<file path="src/rtl/icebus_motor_responder.sv">
// ============================================================================
// Module   : icebus_motor_responder
// Purpose  : iCEbus UART command receiver and status-frame responder.
// Revision : 1.0
// ============================================================================
`default_nettype none

module icebus_motor_responder #(
  parameter int         CLOCK_FREQ_HZ   = 50_000_000,
  parameter int         BAUDRATE        = 2_000_000,
  parameter logic [7:0] MY_ID           = 8'd128,
  parameter int         TURNAROUND_BITS = 2,
  parameter int         TIMEOUT_BITS    = 20
) (
  input  logic               clk,
  input  logic               reset,
  input  logic               rx_i,
  output logic               tx_o,
  output logic               tx_en,
  input  logic signed [23:0] encoder0_position,
  input  logic signed [15:0] current,
  output logic signed [23:0] setpoint,
  output logic [7:0]         control_mode,
  output logic               setpoint_valid,
  output logic [15:0]        frame_count,
  output logic [15:0]        crc_error_count
);

  localparam int CLKS_PER_BIT = CLOCK_FREQ_HZ / BAUDRATE;
  localparam int MAX_COUNT    = (TIMEOUT_BITS + TURNAROUND_BITS + 1) * CLKS_PER_BIT;
  localparam int CW           = $clog2(MAX_COUNT + 1);

  localparam logic [CW-1:0] BIT_LAST  = CW'(CLKS_PER_BIT - 1);
  localparam logic [CW-1:0] HALF_LAST = CW'(CLKS_PER_BIT / 2 - 1);
  localparam logic [CW-1:0] WAIT_LAST = CW'(TURNAROUND_BITS * CLKS_PER_BIT - 1);
  localparam logic [CW-1:0] TIMEOUT   = CW'(TIMEOUT_BITS * CLKS_PER_BIT);

  typedef enum logic [1:0] {RX_IDLE, RX_START, RX_DATA, RX_STOP} rx_state_t;
  typedef enum logic [2:0] {P_HUNT, P_ID, P_CMD, P_P2, P_P1, P_P0, P_CRC} p_state_t;
  typedef enum logic [1:0] {TX_IDLE, TX_WAIT, TX_SEND} tx_state_t;

  function automatic logic [7:0] crc8_byte(input logic [7:0] crc, input logic [7:0] data);
    logic [7:0] r;
    r = crc ^ data;
    for (int i = 0; i < 8; i++) r = r[7] ? ((r << 1) ^ 8'h07) : (r << 1);
    return r;
  endfunction

  function automatic logic frame_bit(input logic [7:0] data, input logic [3:0] idx);
    logic [9:0] word;
    word = {1'b1, data, 1'b0};
    return word[idx];
  endfunction

  logic            rx_meta, rx_sync, rx_prev;
  rx_state_t       rx_state;
  logic [CW-1:0]   rx_cnt;
  logic [2:0]      rx_bit;
  logic [7:0]      rx_shift;
  logic            byte_valid, frame_err;

  p_state_t        p_state;
  logic [7:0]      frame_id, cmd, crc_acc;
  logic [23:0]     payload;
  logic [CW-1:0]   gap_cnt;

  tx_state_t       tx_state;
  logic [CW-1:0]   tx_cnt;
  logic [3:0]      tx_bit;
  logic [2:0]      tx_byte;
  logic [63:0]     tx_frame;
  logic [7:0]      resp_crc;

  logic            tx_busy, accept_now;

  assign tx_busy    = (tx_state != TX_IDLE);
  assign accept_now = byte_valid && !tx_busy && (p_state == P_CRC) &&
                      (frame_id == MY_ID) && (rx_shift == crc_acc);

  always_comb begin
    resp_crc = crc8_byte(8'h00, MY_ID);
    resp_crc = crc8_byte(resp_crc, encoder0_position[23:16]);
    resp_crc = crc8_byte(resp_crc, encoder0_position[15:8]);
    resp_crc = crc8_byte(resp_crc, encoder0_position[7:0]);
    resp_crc = crc8_byte(resp_crc, current[15:8]);
    resp_crc = crc8_byte(resp_crc, current[7:0]);
  end

  always_ff @(posedge clk) begin
    if (reset) begin
      rx_meta <= 1'b1;
      rx_sync <= 1'b1;
      rx_prev <= 1'b1;
    end else begin
      rx_meta <= rx_i;
      rx_sync <= rx_meta;
      rx_prev <= rx_sync;
    end
  end

  // Byte receiver; parked while our own response owns the line.
  always_ff @(posedge clk) begin
    if (reset) begin
      rx_state   <= RX_IDLE;
      rx_cnt     <= '0;
      rx_bit     <= '0;
      rx_shift   <= '0;
      byte_valid <= 1'b0;
      frame_err  <= 1'b0;
    end else begin
      byte_valid <= 1'b0;
      frame_err  <= 1'b0;
      if (tx_busy) begin
        rx_state <= RX_IDLE;
      end else begin
        case (rx_state)
          RX_IDLE: if (rx_prev && !rx_sync) begin
            rx_state <= RX_START;
            rx_cnt   <= '0;
          end
          RX_START: if (rx_cnt == HALF_LAST) begin
            rx_cnt <= '0;
            if (rx_sync) rx_state <= RX_IDLE;
            else begin
              rx_state <= RX_DATA;
              rx_bit   <= '0;
            end
          end else rx_cnt <= rx_cnt + 1'b1;
          RX_DATA: if (rx_cnt == BIT_LAST) begin
            rx_cnt   <= '0;
            rx_shift <= {rx_sync, rx_shift[7:1]};
            rx_bit   <= rx_bit + 3'd1;
            if (rx_bit == 3'd7) rx_state <= RX_STOP;
          end else rx_cnt <= rx_cnt + 1'b1;
          RX_STOP: if (rx_cnt == BIT_LAST) begin
            rx_state <= RX_IDLE;
            if (rx_sync) byte_valid <= 1'b1;
            else         frame_err  <= 1'b1;
          end else rx_cnt <= rx_cnt + 1'b1;
          default: rx_state <= RX_IDLE;
        endcase
      end
    end
  end

  always_ff @(posedge clk) begin
    if (reset) begin
      p_state         <= P_HUNT;
      frame_id        <= '0;
      cmd             <= '0;
      payload         <= '0;
      crc_acc         <= '0;
      gap_cnt         <= '0;
      setpoint        <= '0;
      control_mode    <= '0;
      setpoint_valid  <= 1'b0;
      frame_count     <= '0;
      crc_error_count <= '0;
    end else begin
      setpoint_valid <= 1'b0;
      if (tx_busy) begin
        p_state <= P_HUNT;
      end else if (frame_err) begin
        p_state <= P_HUNT;
        if (crc_error_count != 16'hFFFF) crc_error_count <= crc_error_count + 16'd1;
      end else if (byte_valid) begin
        gap_cnt <= '0;
        case (p_state)
          P_HUNT: if (rx_shift == 8'h55) begin
            p_state <= P_ID;
            crc_acc <= 8'h00;
          end
          P_ID: begin
            frame_id <= rx_shift;
            crc_acc  <= crc8_byte(crc_acc, rx_shift);
            p_state  <= P_CMD;
          end
          P_CMD: begin
            cmd     <= rx_shift;
            crc_acc <= crc8_byte(crc_acc, rx_shift);
            p_state <= P_P2;
          end
          P_P2: begin
            payload[23:16] <= rx_shift;
            crc_acc        <= crc8_byte(crc_acc, rx_shift);
            p_state        <= P_P1;
          end
          P_P1: begin
            payload[15:8] <= rx_shift;
            crc_acc       <= crc8_byte(crc_acc, rx_shift);
            p_state       <= P_P0;
          end
          P_P0: begin
            payload[7:0] <= rx_shift;
            crc_acc      <= crc8_byte(crc_acc, rx_shift);
            p_state      <= P_CRC;
          end
          P_CRC: begin
            p_state <= P_HUNT;
            // Foreign IDs are dropped before the CRC is even looked at.
            if (frame_id == MY_ID) begin
              if (rx_shift != crc_acc) begin
                if (crc_error_count != 16'hFFFF) crc_error_count <= crc_error_count + 16'd1;
              end else begin
                frame_count <= frame_count + 16'd1;
                if (cmd == 8'h01) begin
                  setpoint       <= payload;
                  setpoint_valid <= 1'b1;
                end else if (cmd == 8'h02) begin
                  control_mode   <= payload[7:0];
                  setpoint_valid <= 1'b1;
                end
              end
            end
          end
          default: p_state <= P_HUNT;
        endcase
      end else if (p_state != P_HUNT) begin
        if (rx_state != RX_IDLE) gap_cnt <= '0;
        else if (gap_cnt == TIMEOUT) begin
          p_state <= P_HUNT;
          gap_cnt <= '0;
        end else gap_cnt <= gap_cnt + 1'b1;
      end
    end
  end

  // The frame is latched from live inputs on acceptance, which is the snapshot.
  always_ff @(posedge clk) begin
    if (reset) begin
      tx_state <= TX_IDLE;
      tx_cnt   <= '0;
      tx_bit   <= '0;
      tx_byte  <= '0;
      tx_frame <= '0;
      tx_o     <= 1'b1;
      tx_en    <= 1'b0;
    end else begin
      case (tx_state)
        TX_IDLE: begin
          tx_o  <= 1'b1;
          tx_en <= 1'b0;
          if (accept_now) begin
            tx_state <= TX_WAIT;
            tx_cnt   <= '0;
            tx_frame <= {8'h55, MY_ID, encoder0_position, current, resp_crc};
          end
        end
        TX_WAIT: if (tx_cnt == WAIT_LAST) begin
          tx_state <= TX_SEND;
          tx_en    <= 1'b1;
          tx_o     <= 1'b0;
          tx_cnt   <= '0;
          tx_bit   <= '0;
          tx_byte  <= '0;
        end else tx_cnt <= tx_cnt + 1'b1;
        TX_SEND: if (tx_cnt == BIT_LAST) begin
          tx_cnt <= '0;
          if (tx_bit == 4'd9) begin
            if (tx_byte == 3'd7) begin
              tx_state <= TX_IDLE;
              tx_en    <= 1'b0;
              tx_o     <= 1'b1;
            end else begin
              tx_byte  <= tx_byte + 3'd1;
              tx_bit   <= '0;
              tx_o     <= 1'b0;
              tx_frame <= {tx_frame[55:0], 8'h00};
            end
          end else begin
            tx_bit <= tx_bit + 4'd1;
            tx_o   <= frame_bit(tx_frame[63:56], tx_bit + 4'd1);
          end
        end else tx_cnt <= tx_cnt + 1'b1;
        default: tx_state <= TX_IDLE;
      endcase
    end
  end

endmodule

`default_nettype wire

</file>
<file path="config.mk">
export PLATFORM = sky130hd
export DESIGN_NAME = icebus_motor_responder
export DESIGN_NICKNAME = d
export VERILOG_FILES = /design/src/rtl/icebus_motor_responder.sv
export SDC_FILE = /design/constraint.sdc
export NUM_CORES = 1
export LEC_CHECK = 0
export BUFFER_PORTS_ARGS = -buffer_cell sky130_fd_sc_hd__buf_2
export CAP_MARGIN = 20
export CELL_PAD_IN_SITES_DETAIL_PLACEMENT = 1
export CELL_PAD_IN_SITES_GLOBAL_PLACEMENT = 1
export CORE_MARGIN = 1.5
export CORE_UTILIZATION = 45
export CTS_BUF_LIST = sky130_fd_sc_hd__clkbuf_8
export CTS_CLUSTER_SIZE = 40
export DETAILED_ROUTE_END_ITERATION = 8
export PLACE_DENSITY = 0.81
export SYNTH_ARGS = -nofsm -noshare
export SYNTH_HDL_FRONTEND = slang
export SYNTH_SLANG_ARGS = --single-unit
</file>
<file path="constraint.sdc">
create_clock -name clk -period 3.5 [get_ports clk]
set_input_delay 0.7 -clock clk [delete_from_list [all_inputs] [get_ports clk]]
set_output_delay 0.7 -clock clk [all_outputs]
set_load 0.02 [all_outputs]
</file>
# Word-level counts from Yosys, hierarchy flattened
# Index checks and enable logic that the tools add are counted.
op_classes:
  add_sub_neg: 8
  order_cmp: 1
  eq_ne: 43
  mux: 123
  bitwise_logic: 63
  reduce_logical: 52
op_table:
  columns: ["op", "n"]
  rows:
  - ["2-to-1 mux 64 bit", 4]
  - ["2-to-1 mux 3 bit", 60]
  - ["NOT 3 bit", 49]
  - ["one-hot mux 64 bit (2 select lines)", 1]
  - ["2-to-1 mux 10 bit", 11]
  - ["2-to-1 mux 16 bit", 6]
  - ["one-hot mux 10 bit (4 select lines)", 1]
  - ["AND reduction 5 bit", 8]
  - ["bitwise XOR 8 bit", 5]
  - ["adder 16 x 1 -> 16 bit, second input constant", 2]
  - ["adder 10 x 1 -> 10 bit, second input constant", 3]
  - ["!= test 2 bit, second input constant", 15]
  - ["one-hot mux 10 bit (3 select lines)", 1]
  - ["AND reduction 4 bit", 7]
  - ["nonzero test 2 bit", 12]
  - ["2-to-1 mux 2 bit", 11]
  - ["equality test 10 x 5 -> 1 bit, second input constant", 2]
  - ["one-hot mux 3 bit (6 select lines)", 1]
  - ["2-to-1 mux 4 bit", 4]
  - ["!= test 16 bit, second input constant", 1]
  - ["one-hot mux 8 bit (2 select lines)", 1]
  - ["equality test 3 bit, second input constant", 5]
  - ["2-to-1 mux 1 bit", 13]
  - ["one-hot mux 3 bit (2 select lines)", 2]
  - ["40 further kinds", 65]
totals:
  reg_bits: 239
  input_bits: 43
  output_inout_bits: 67
  elab_cells: 319

# Depth between registers and ports, before layout
logic_depth:
  ltp_word: 87
  ltp_mapped: 13
  ltp_nobuf: 10

# Worst setup path before layout
# OpenSTA, ideal clock, no wires.
synth_timing:
  path_kind: "in2reg"
  startpoint: "input encoder0_position[20]"
  endpoint: "register tx_frame[6]"
  setup_time_ns: 0.117
  arrival_ns: 2.687
  required_time_ns: 3.383
  setup_slack_ns: 0.696
  path_stages: 7
  path_buffers: 0
  path_cell_list: "xnor2_2 xnor3_2 xor3_2 xor2_2 xnor2_2 xnor3_1 a22o_1"
synth_via:
  elab_chain_len: 27
  elab_cells_between_ends: 51
  classes_between: "mux: 27; bitwise: 24"
synth_rtl:
  columns: ["item", "line_no", "rtl"]
  rows:
  - ["start: declaration", "20", "input logic signed [23:0] encoder0_position,"]
  - ["2-to-1 mux 3 bit *", "45", "for (int i = 0; i < 8; i++) r = r[7] ? ((r << 1) ^ 8'h07) : (r << 1);"]
  - ["bitwise XOR 8 bit *", "44", "r = crc ^ data;"]
  - ["2-to-1 mux 3 bit", "45", null]
  - ["NOT 3 bit (no line) or bitwise XOR 8 bit (tied branches)", null, null]
  - ["2-to-1 mux 3 bit", "45", null]
  - ["NOT 3 bit (no line) or bitwise XOR 8 bit (tied branches)", null, null]
  - ["2-to-1 mux 3 bit", "45", null]
  - ["bitwise XOR 8 bit *", "44", null]
  - ["[... 11 more ...]", null, null]
  - ["bitwise XOR 8 bit *", "44", null]
  - ["2-to-1 mux 3 bit", "45", null]
  - ["NOT 3 bit (no line) or bitwise XOR 8 bit (tied branches)", null, null]
  - ["2-to-1 mux 3 bit", "45", null]
  - ["NOT 3 bit (no line) or bitwise XOR 8 bit (tied branches)", null, null]
  - ["2-to-1 mux 3 bit *", "45", null]
  - ["2-to-1 mux 64 bit *", "243", "if (accept_now) begin"]
  - ["one-hot mux 64 bit (2 select lines) *", "239", "case (tx_state)"]
  - ["end signal: assignment", "246", "tx_frame <= {8'h55, MY_ID, encoder0_position, current, resp_crc};"]
  - ["end signal: assignment", "268", "tx_frame <= {tx_frame[55:0], 8'h00};"]
  - ["end: declaration", "71", "logic [63:0] tx_frame;"]
# Mark *: on every way between the ends. The rest lies on a longest branch, timed or not. The select of a mux whose other input is x is not followed.
# A chain may end at the register's enable or synchronous reset.

# Final worst setup path
layout_timing:
  startpoint: "register rx_shift[5]"
  endpoint: "register crc_error_count[3]"
layout_via:
  elab_chain_len: 3
layout_rtl:
  columns: ["item", "line_no", "rtl"]
  rows:
  - ["start: declaration", "59", "logic [7:0] rx_shift;"]
  - ["start signal: assignment", "131", "rx_shift <= {rx_sync, rx_shift[7:1]};"]
  - ["!= test 8 bit", "202", "if (rx_shift != crc_acc) begin"]
  - ["nonzero test 2 bit (no line)", null, null]
  - ["AND reduction 5 bit (no line)", null, null]
  - ["end signal: assignment", "165", "if (crc_error_count != 16'hFFFF) crc_error_count <= crc_error_count + 16'd1;"]
  - ["end signal: assignment", "203", "if (crc_error_count != 16'hFFFF) crc_error_count <= crc_error_count + 16'd1;"]
  - ["end: declaration", "26", "output logic [15:0] crc_error_count"]
# No other way between the ends.

==> results.cfg <==
[outcome]
status = complete, no violations

[clocking]
root_buffer = clkbuf_8
clockBufferDepth = 3
clock_sinks = 239
path_clk_slew_ps = 60
cts_inserted_buffers = 42
worstSkewPairLatency_ps = 560
postCtsSetupBuffers = 0
cts_tree = done
cts_hold_buf = 0
cts_max_level = 2
cts-resized-gates = 0

[floorplan]
pin_count = 110
die_h_um = 162
die_x_um = 162
die-area_sq_um = 26300
std_cell_rows = 58
core_sq_um = 25000
initial_core_util = 0.456

[sta]
final.setup.tns_ps = 0
maxSlewHeadroom = 0.405
setup_violations = 0
min_period_ps = 3040
fin_skew_ps = 24.3
hold_viol = 0
holdWs_ps = 395
fin_crit_sh = 0.870
fmax_mhz = 328
report.final.slew_viol_count = 0
rsz0062_at_grt = false
worst_slew_pin_slew_ps = 886

[worst_setup_path]
crit_type = reg2reg
cp-start-kind = flip-flop
end_kind = flip-flop
crit_arrival_ps = 3520
cp_max_fo = 9
required_ps = 3970

[drt]
postRouteAntennaNets = 0
wl_met1_mm = 13.0
avgRoutedWirePerCell_um = 17.2
routed_wl_mm = 29.0
via_count = 9057
dr_wl_met3_mm = 1.20
first_pass_iters = 5
wl_met2_mm = 14.0
post_drt_via_cell_ratio = 5.36
drc = 0
first_iter_violations = 442
highest_layer = met4

[logic_synthesis]
synth_top_family_by_area = simple AND/OR/NAND/NOR gates
synth_most_common_cell = dfxtp_1
synthesis.nets = 1294
synth_fa_ha_area_frac = 0.0241
yosys.cell_types.count = 60
ys_warn_count = 0
synth_area_sq_um = 11400
synth-xor-area-share = 0.146
synth_compound_area_frac = 0.0966
synth_area_leader_cell = dfxtp_1
avgSynthCellArea_sq_um = 9.29
synth-simple-area-share = 0.178
synth_common_cells = dfxtp_1 (239), nor2_1 (211), mux2i_1 (117)
synth-seq-cells = 239
async_flop_share = 0
synth_area_leaders = dfxtp_1 (42%), mux2i_1 (10%), nor2_1 (6.9%)
synth_ff_type = dfxtp_1
netlist.area_leader.share = 0.419
synthMuxAreaShare = 0.105
synth_edf_count = 0
netlist_instances = 1229
yosysSeqAreaShare = 0.419

[power]
p_per_area_nw_per_um2 = 581
leakagePower_nw = 5.49
vdd_drop_max_mv = 0.562

[cells_and_area]
n_antenna_cell = 0
drive_gt1_frac = 0.154
nNetsFinal = 1399
syn_to_final_growth_pct = 14.3

[global_routing]
grt_pass1_vias = 9490
grt_overflow = 0
grt_pass1_wl_mm = 47.9
grt_max_degree = 70
antenna_found_initial = 0
track_usage = 0.224

[run]
cap_violations = 0

[placed_design]
place_congestion = 0.868
place_hpwl_mm = 20.2
port_buffers = 109

[worst_hold_path]
hold_class = in2reg
==> critical path, stage by stage (launching register included) <==
cell and delay [ps]:
dfxtp_1 560, xor2_1 390, inv_1 100, ha_1 210, and3_1 170, and3_1 140, o21bai_1 390, o211ai_1 400
or3_1 450, a21oi_1 140
==> final cells by class <==
class / instances / area (sq um)
timing repair buffer: 130 / 709
sequential: 239 / 4780
fill: 2927 / 12000
tap: 330 / 413
clock inverter: 21 / 97.6
inverter: 26 / 97.6
multi-input combinational: 895 / 6290
clock buffer: 48 / 661
==> path summary, 6_finish.rpt <==
| path | from | to | slack [ps] | depth (start not counted) |
|---|---|---|---|---|
| setup / recovery | rx_shift[5]$_SDFFE_PP0P_ | crc_error_count[3]$_SDFFE_PP0P_ | 460 | 9 |
| hold / removal | rx_i | rx_meta$_SDFF_PP1_ | 390 | 2 |
| setup reg to reg | rx_shift[5]$_SDFFE_PP0P_ | crc_error_count[3]$_SDFFE_PP0P_ | 460 | 9 |
| hold reg to reg | rx_meta$_SDFF_PP1_ | rx_sync$_SDFF_PP1_ | 430 | 1 |
==> cells by family (layout without fill, tap and decap cells) <==
group                      after synthesis  in the layout
AOI/OAI and AO/OA                      171            171
DFF                                    239            239
muxes                                  118            118
adders and majority gates               22             22
xor gates and xnor gates               150            150
buffers and inverters                   95            225
and+or+nand+nor                        434            434
==> per-stage QoR <==
stage	power, mW	util	cells	instance area (sq um)	worst slack [ps]
after floorplan	4.82	-	1229	11400	696
after global placement	5.16	0.491	1620	12300	397
after detailed placement	5.24	0.491	1620	12300	226
after CTS	7.67	0.521	1689	13100	471
after global routing	7.96	0.521	1689	13100	245
final	7.59	0.521	1689	13100	455
==> placed cells by master (no fill, tap or decap), drive strengths merged, types with 3 or more instances in the layout <==
| master | synthesis | routed |
|---|---|---|
| xnor2 | 72 | 72 |
| ha | 22 | 22 |
| nor2b | 8 | 8 |
| or2 | 4 | 4 |
| nor3 | 10 | 10 |
| a211oi | 47 | 47 |
| a311oi | 7 | 7 |
| nand3b | 6 | 6 |
| and4 | 3 | 3 |
| o21bai | 3 | 3 |
| nand3 | 41 | 41 |
| nor4 | 5 | 5 |
| nor2 | 211 | 211 |
| nand4 | 17 | 17 |
| clkinv | 0 | 5 |
| mux2i | 117 | 117 |
| a21o | 4 | 4 |
| o2bb2ai | 5 | 5 |
| a21oi | 55 | 55 |
| clkbuf | 61 | 48 |
| o2111ai | 3 | 3 |
| buf | 8 | 130 |
| dfxtp | 239 | 239 |
| a22oi | 6 | 6 |
| or3 | 13 | 13 |
| and2 | 5 | 5 |
| o21ai | 28 | 28 |
| nand2b | 15 | 15 |
| inv | 26 | 40 |
| a22o | 4 | 4 |
| xor2 | 57 | 57 |
| xnor3 | 20 | 20 |
| nor3b | 4 | 4 |
| nand2 | 63 | 63 |
| and3 | 18 | 18 |
==> power breakdown <==
part / total, mW / switching (mW) / leakage, nW / internal, mW
clock network: 2.39 / 1.15 / 0.439 / 1.24
registers: 3.02 / 0.121 / 1.93 / 2.90
logic: 2.18 / 1.01 / 3.12 / 1.17
total: 7.59 / 2.28 / 5.49 / 5.31
==> routing by layer <==
layer,global-route usage,vias up
met2,0.379,182
met3,0.0365,57
li1,-,4454
met4,0.0867,0
met1,0.284,4364
met5,0,-
==> state kept, by name, summed over array words and instances, names as in the netlist, 2 cells and up, named ones only <==
name / flops
rx_shift: 8
crc_error_count: 16
tx_cnt: 10
frame_count: 16
crc_acc: 8
payload: 24
setpoint: 24
frame_id: 8
gap_cnt: 10
tx_state: 2
control_mode: 8
tx_frame: 64
rx_bit: 3
tx_byte: 3
cmd: 8
rx_cnt: 10
p_state: 3
tx_bit: 4
Power figures use the tool's default switching activity.
